<file path="config.mk">
export PLATFORM = sky130hd
export DESIGN_NAME = gcd_requester
export DESIGN_NICKNAME = d
export VERILOG_FILES = /design/src/rtl/gcd_requester.sv
export SDC_FILE = /design/constraint.sdc
export NUM_CORES = 1
export LEC_CHECK = 0
export CORE_ASPECT_RATIO = 1.25
export CORE_MARGIN = 2
export CORE_UTILIZATION = 35
export CTS_CLUSTER_DIAMETER = 40
export CTS_CLUSTER_SIZE = 10
export DETAILED_ROUTE_END_ITERATION = 8
export GPL_TIMING_DRIVEN = 0
export PLACE_DENSITY = 0.62
export REMOVE_ABC_BUFFERS = 1
export SKIP_LAST_GASP = 1
export SYNTH_ARGS = -nofsm -noshare
export SYNTH_HDL_FRONTEND = slang
export SYNTH_SLANG_ARGS = --single-unit
</file>
<file path="constraint.sdc">
create_clock -name clk -period 4.3 [get_ports clk]
set_input_delay 0.86 -clock clk [delete_from_list [all_inputs] [get_ports clk]]
set_output_delay 0.86 -clock clk [all_outputs]
set_load 0.01 [all_outputs]
</file>
<file path="src/rtl/gcd_requester.sv">
`default_nettype none
// ============================================================================
// Module   : gcd_requester
// Purpose  : Initiator side of the gcd start/finish handshake. Accepts an
//            operand pair over a valid/ready port, fires a one-cycle start
//            pulse at a gcd responder, waits for its finish strobe and
//            returns the result together with the measured responder latency
//            in cycles. A timeout aborts the wait if the responder hangs.
//            Pairs with a zero operand are answered locally (gcd = a|b)
//            without starting the responder.
// Ports    : clk, rst          - clock, asynchronous active-high reset
//            in_valid/in_ready - upstream operand handshake (in_a, in_b)
//            gcd_start         - one-cycle start pulse to the responder
//            gcd_a/gcd_b       - operands, held stable from ISSUE until HOLD
//            gcd_result        - responder result, sampled with gcd_finish
//            gcd_finish        - responder done strobe (ignored outside WAIT)
//            out_valid/out_ready - downstream result handshake
//            out_gcd           - result (0 on timeout)
//            out_cycles        - start-to-finish latency in cycles
//            out_timeout       - result was aborted by timeout
//            stat_min/stat_max/stat_count - latency statistics, present only
//            when GCD_REQ_STATS_EN is defined
// Options  : GCD_REQ_STATS_EN  - adds latency statistics outputs
// Revision : 1.0 - initial release
// ============================================================================
module gcd_requester #(
    parameter int WIDTH   = 8,
    parameter int CNT_W   = 16,
    parameter int TIMEOUT = 10000   // must be < 2**CNT_W
) (
    input  logic             clk,
    input  logic             rst,
    input  logic             in_valid,
    output logic             in_ready,
    input  logic [WIDTH-1:0] in_a,
    input  logic [WIDTH-1:0] in_b,
    output logic             gcd_start,
    output logic [WIDTH-1:0] gcd_a,
    output logic [WIDTH-1:0] gcd_b,
    input  logic [WIDTH-1:0] gcd_result,
    input  logic             gcd_finish,
    output logic             out_valid,
    input  logic             out_ready,
    output logic [WIDTH-1:0] out_gcd,
    output logic [CNT_W-1:0] out_cycles,
`ifdef GCD_REQ_STATS_EN
    output logic [CNT_W-1:0] stat_min,
    output logic [CNT_W-1:0] stat_max,
    output logic [CNT_W-1:0] stat_count,
`endif
    output logic             out_timeout
);

    typedef enum logic [1:0] {
        S_IDLE  = 2'd0,
        S_ISSUE = 2'd1,
        S_WAIT  = 2'd2,
        S_HOLD  = 2'd3
    } state_t;

    localparam logic [CNT_W-1:0] C_TIMEOUT = CNT_W'(TIMEOUT);
    localparam logic [CNT_W-1:0] C_ONE     = CNT_W'(1);

    state_t             state_q;
    logic               in_ready_q;
    logic               gcd_start_q;
    logic [WIDTH-1:0]   a_q;
    logic [WIDTH-1:0]   b_q;
    logic [CNT_W-1:0]   cnt_q;
    logic               out_valid_q;
    logic [WIDTH-1:0]   out_gcd_q;
    logic [CNT_W-1:0]   out_cycles_q;
    logic               out_timeout_q;

    // Latency including the current edge: the edge that sampled gcd_start
    // is edge 0, so a finish seen on the first WAIT edge reports 1.
    logic [CNT_W-1:0]   cnt_d;
    assign cnt_d = cnt_q + C_ONE;

`ifdef GCD_REQ_STATS_EN
    logic [CNT_W-1:0]   stat_min_q;
    logic [CNT_W-1:0]   stat_max_q;
    logic [CNT_W-1:0]   stat_count_q;
`endif

    always_ff @(posedge clk or posedge rst) begin
        if (rst) begin
            state_q       <= S_IDLE;
            in_ready_q    <= 1'b1;
            gcd_start_q   <= 1'b0;
            a_q           <= '0;
            b_q           <= '0;
            cnt_q         <= '0;
            out_valid_q   <= 1'b0;
            out_gcd_q     <= '0;
            out_cycles_q  <= '0;
            out_timeout_q <= 1'b0;
`ifdef GCD_REQ_STATS_EN
            stat_min_q    <= '1;
            stat_max_q    <= '0;
            stat_count_q  <= '0;
`endif
        end else begin
            case (state_q)
                S_IDLE: begin
                    if (in_valid && in_ready_q) begin
                        a_q        <= in_a;
                        b_q        <= in_b;
                        in_ready_q <= 1'b0;
                        if ((in_a == '0) || (in_b == '0)) begin
                            // gcd(x,0) = x, so the responder is bypassed.
                            out_gcd_q     <= in_a | in_b;
                            out_cycles_q  <= '0;
                            out_timeout_q <= 1'b0;
                            out_valid_q   <= 1'b1;
                            state_q       <= S_HOLD;
                        end else begin
                            gcd_start_q <= 1'b1;
                            state_q     <= S_ISSUE;
                        end
                    end
                end

                S_ISSUE: begin
                    gcd_start_q <= 1'b0;
                    cnt_q       <= '0;
                    state_q     <= S_WAIT;
                end

                S_WAIT: begin
                    // Finish is tested first so it wins over a coincident timeout.
                    if (gcd_finish) begin
                        out_gcd_q     <= gcd_result;
                        out_cycles_q  <= cnt_d;
                        out_timeout_q <= 1'b0;
                        out_valid_q   <= 1'b1;
                        state_q       <= S_HOLD;
`ifdef GCD_REQ_STATS_EN
                        if (cnt_d < stat_min_q) begin
                            stat_min_q <= cnt_d;
                        end
                        if (cnt_d > stat_max_q) begin
                            stat_max_q <= cnt_d;
                        end
                        if (stat_count_q != '1) begin
                            stat_count_q <= stat_count_q + C_ONE;
                        end
`endif
                    end else if (cnt_d == C_TIMEOUT) begin
                        out_gcd_q     <= '0;
                        out_cycles_q  <= C_TIMEOUT;
                        out_timeout_q <= 1'b1;
                        out_valid_q   <= 1'b1;
                        state_q       <= S_HOLD;
                    end else begin
                        cnt_q <= cnt_d;
                    end
                end

                S_HOLD: begin
                    // No accept on the handshake edge; IDLE takes the next
                    // pair one cycle later at the earliest.
                    if (out_ready) begin
                        out_valid_q <= 1'b0;
                        in_ready_q  <= 1'b1;
                        state_q     <= S_IDLE;
                    end
                end

                default: begin
                    state_q     <= S_IDLE;
                    in_ready_q  <= 1'b1;
                    gcd_start_q <= 1'b0;
                    out_valid_q <= 1'b0;
                end
            endcase
        end
    end

    assign in_ready    = in_ready_q;
    assign gcd_start   = gcd_start_q;
    assign gcd_a       = a_q;
    assign gcd_b       = b_q;
    assign out_valid   = out_valid_q;
    assign out_gcd     = out_gcd_q;
    assign out_cycles  = out_cycles_q;
    assign out_timeout = out_timeout_q;

`ifdef GCD_REQ_STATS_EN
    assign stat_min   = stat_min_q;
    assign stat_max   = stat_max_q;
    assign stat_count = stat_count_q;
`endif

endmodule
`default_nettype wire

</file>
# Word level (Yosys, flattened, before mapping)
# Cells that the tools add are included.
# totals
ff_bits	62
# classes
n_addsub	1
n_eq_ne	11
n_mux	35
bitwise_logic	1
n_reduce_logical	17
# ops
op	n
16-bit 2-to-1 mux	6
16-bit case mux with 2 select lines	2
8-bit 2-to-1 mux	4
16-bit by 1-bit adder with 16-bit output (second input constant)	1
16-bit by 14-bit equality test with 1-bit output (second input constant)	1
8-bit logical NOT	2
8-bit case mux with 2 select lines	1
1-bit 2-to-1 mux	12
2-bit inequality test (second input constant)	6
3-bit AND reduction	4
2-bit 2-to-1 mux	5
8-bit bitwise OR	1
2-bit case mux with 4 select lines	1
2-bit nonzero test	4
1-bit case mux with 2 select lines	3
5-bit AND reduction	1
2-bit equality test (second input constant)	2
4-bit AND reduction	1
3-bit inequality test (second input constant)	1
1-bit case mux with 3 select lines	1
3-bit nonzero test	1
2-bit by 1-bit equality test with 1-bit output (second input constant)	1
2-bit logical NOT	1
2-bit AND reduction	1
other kinds (2)	2

# Depth between registers and ports, before layout
# logic_depth
ltp_word	5
mapped_depth	10
depth_no_buf	8

# Least setup slack after synthesis
# No wires, ideal clock.
# synth_path
path_kind	input to register
startpoint	in in_a[4]
endpoint	reg out_cycles_q[0] (netlist: out_cycles[0])
arrival_time_ps	2530
path_slack_ps	1642
path_stages	7
path_cell_list	or4_1 nor2_1 a21oi_1 o22ai_1 nand2_2 buf_2 o2bb2ai_1
# synth_between
elab_chain_len	4
# synth_lines
item	line_no	rtl
start: declaration	35	input logic [WIDTH-1:0] in_a,
8-bit logical NOT	110	if ((in_a == '0) || (in_b == '0)) begin
1-bit logical OR	110	
2-bit inequality test (no source line)	-	
4-bit AND reduction (no source line)	-	
end signal: assignment	134	out_cycles_q <= cnt_d;
end: declaration	72	logic [CNT_W-1:0] out_cycles_q;
# Every way passes these cells.
# A chain may end at the register's enable or synchronous reset.

# Final worst setup path
# layout_path
startpoint	reg cnt_q[0]
endpoint	reg out_gcd_q[1] (netlist: out_gcd[1])
# layout_between
elab_chain_len	4
# layout_lines
item	line_no	rtl
start: declaration	69	logic [CNT_W-1:0] cnt_q;
start signal: assignment	156	cnt_q <= cnt_d;
16-bit by 1-bit adder with 16-bit output	78	assign cnt_d = cnt_q + C_ONE;
16-bit by 14-bit equality test with 1-bit output	149	end else if (cnt_d == C_TIMEOUT) begin
3-bit inequality test (no source line)	-	
4-bit AND reduction (no source line)	-	
end signal: assignment	112	out_gcd_q <= in_a | in_b;
end signal: assignment	133	out_gcd_q <= gcd_result;
end: declaration	71	logic [WIDTH-1:0] out_gcd_q;
# Every way passes these cells.

==> results.py <==
metrics = {
    "outcome": {
        "status": "finished clean",
    },
    "detailed_routing": {
        "finalWirelength_um": 8270,
        "drt_pass1_iterations": 4,
        "drc_errors": 0,
        "via_per_inst": 5.23,
        "wl_per_cell_um": 16.2,
        "vias": 2665,
        "drt_first_iter_violations": 116,
        "final_antenna_net_count": 0,
    },
    "timing": {
        "final-setup-viol-count": 0,
        "finalClockSkew_ps": 9.57,
        "final-max-slew-violation-count": 0,
        "finalHoldViolations": 0,
        "rsz0062_at_grt": "no",
        "min_period_over_period_pct": 86.7,
        "slew-limit-headroom_pct": 31.2,
        "tns_ps": 0,
        "setup_slack_ps": 574,
        "fin_crit_ps": 3730,
        "worst_pin_slew_ps": 1030,
        "clock.fmax_ghz": 0.268,
    },
    "place": {
        "placed_cells": 494,
        "placed_cell_area_mm2": 0.00405,
        "io_buffers": 72,
        "place_hpwl_um": 5850,
        "place_congestion": 0.777,
        "preCtsSetupSlack_ps": -334,
    },
    "clocking": {
        "cts_resized": 0,
        "cts_tree": "yes",
        "htreeDepth": 3,
        "clk_path_buf_depth": 2,
        "postCtsSetupBuffers": 0,
        "root_buffer": "clkbuf_16",
        "clock_latency_ps": 340,
        "cts_buffers": 9,
        "clock_sinks": 62,
        "clkTransAtPathRegs_ps": 50,
        "cts-hold-fix-buffers": 0,
    },
    "global_route": {
        "grt_pass1_vias": 2761,
        "antenna_found_initial": 0,
        "overflow": 0,
        "grt_max_degree": 37,
        "grt_pass1_wl_um": 13900,
        "grtUsageTotal_pct": 17.7,
    },
    "die": {
        "fp.dieH_um": 112,
        "die-area_mm2": 0.0101,
        "die_w_um": 90.2,
        "core_area_mm2": 0.00908,
        "io_pins": 73,
        "rows": 39,
        "initial_core_util_pct": 35.8,
    },
    "min_path": {
        "hold_depth": 1,
        "holdCritPathClass": "reg2reg",
    },
    "power_and_ir_drop": {
        "power_density_mw_per_mm2": 619,
        "ir_drop_uv": 397,
        "p_total_mw": 2.70,
        "p_leak_nw": 1.79,
    },
    "yosys": {
        "synth_top_area_share_pct": 46.9,
        "synth_top_area_cell": "dfrtp_1",
        "synth-edff-count": 0,
        "yosys_warnings": 0,
        "ys_seq_elements": 62,
        "synth_area_mm2": 0.00325,
        "syn_inst": 317,
        "syn_avg_cell_area_um2": 10.3,
        "synthTopCellsByArea": "dfrtp_1 47%, mux2_2 5.9%, o21ai_0 3.5%",
        "synth_cell_types": 56,
        "ys_seq_area_share_pct": 47.7,
        "ys.flop_type": "dfrtp_1",
        "ys_async_sr_fraction_pct": 100,
    },
    "finish": {
        "fin_nets": 418,
        "design_area_mm2": 0.00436,
        "final_cell_mix": "72 x clkdlybuf4s50_1, 61 x dfrtp_1, 30 x nand2_1, 23 x o21ai_0, 20 x nor2_1",
        "syn_to_final_growth_pct": 33.9,
        "fin_cells": 510,
        "final_common_cell": "clkdlybuf4s50_1",
        "antenna_cells": 0,
        "drive_gt1_share_pct": 12.1,
    },
    "setup_path": {
        "crit_slowest_cell": "o21ai_2",
        "worstPathRequired_ps": 4520,
        "path_cells": "ha_1 > nand3_2 > o31a_1 > nor4b_2 > o2111ai_2 > o21ai_2 > nand2_2 > a22o_1",
        "crit_path_end_kind": "register",
        "reg2reg_depth": 8,
        "crit_fanout": 23,
        "cpPeakStageDelay_ps": 840,
        "critPathLaunchType": "register",
        "worstPathArrival_ps": 3940,
        "setup.worst_path.class": "reg2reg",
    },
    "flow_run": {
        "max_cap_violations": 0,
    },
}
[routing by layer]
layer | vias to the layer above | global-route usage, % | part of all wire, %
met2 | 88 | 28.9 | 49
met4 | 0 | 7.79 | 2.6
li1 | 1289 | - | -
met3 | 17 | 7.37 | 8.7
met5 | - | 0 | 0
met1 | 1271 | 20.3 | 40
[final timing paths]
kind                                from            end  slack, ps
max                             cnt_q[0]     out_gcd[1]        570
min                        out_cycles[2]  out_cycles[2]        490
max reg2reg                     cnt_q[0]     out_gcd[1]        570
min reg2reg                out_cycles[2]  out_cycles[2]        490
max in group asynchronous            rst       in_ready       2710
min in group asynchronous            rst       cnt_q[1]        920
[critical path: cells and delay by family (launching register included)]
| family | cells | cell delay (ps) |
|---|---|---|
| adder cells (fa/ha/maj) | 1 | 360 |
| flip-flops | 1 | 480 |
| AO/OA/AOI/OAI | 4 | 1780 |
| AND/OR/NAND/NOR | 3 | 980 |
[flip-flops by register name, indices dropped and copies added, names as in the netlist]
name         flops
cnt_q           16
gcd_a            8
gcd_b            8
gcd_start        1
in_ready         1
out_cycles      16
out_gcd          8
out_timeout      1
out_valid        1
state_q          2
[power by group]
group | internal [mW] | switching, mW | leakage, nW
combinational | 0.546 | 0.520 | 0.853
clock | 0.479 | 0.258 | 0.146
sequential | 0.771 | 0.123 | 0.793
[through the flow]
stage / util (%) / hold slack, ps
floorplan: - / 522
global placement: 44.4 / 478
detailed placement: 44.6 / 477
CTS: 47.9 / 492
global route: 48.0 / 509
finish: 48.0 / 489
[final cells by class]
class | instances | area (um2)
fill | 855 | 4720
multi-input combinational | 225 | 1570
sequential | 62 | 1550
timing repair buffer | 73 | 741
clock buffer | 13 | 260
tap | 123 | 154
clock inverter | 3 | 42.5
inverter | 11 | 41.3
[synth_stat cells, types with 2 or more instances]
master / n
a211o_1: 4
a211oi_1: 2
a21oi_1: 12
a22o_1: 8
a31oi_1: 4
a41oi_1: 2
and3_1: 7
buf_2: 11
buf_4: 2
clkbuf_1: 5
dfrtp_1: 61
ha_1: 7
inv_1: 11
mux2_2: 17
mux2i_1: 3
nand2_1: 30
nand2b_1: 2
nand3_1: 15
nand4_1: 2
nor2_1: 20
nor3_1: 8
nor3b_1: 2
nor4_1: 2
o21ai_0: 23
o2bb2ai_1: 11
or4_1: 2
xnor2_1: 9
xor2_1: 7
[cell families (layout without fill, tap and decap cells)]
logic type | after synthesis | after routing | synth area share [%]
AO/OA/AOI/OAI | 84 | 84 | 18.7
XOR/XNOR | 16 | 16 | 4.31
adder cells (fa/ha/maj) | 7 | 7 | 2.69
buffers and inverters | 30 | 100 | 4.35
flip-flops | 62 | 62 | 47.7
multiplexers | 21 | 21 | 7.27
AND/OR/NAND/NOR | 97 | 97 | 14.9
(Power assumes the default switching activity.)
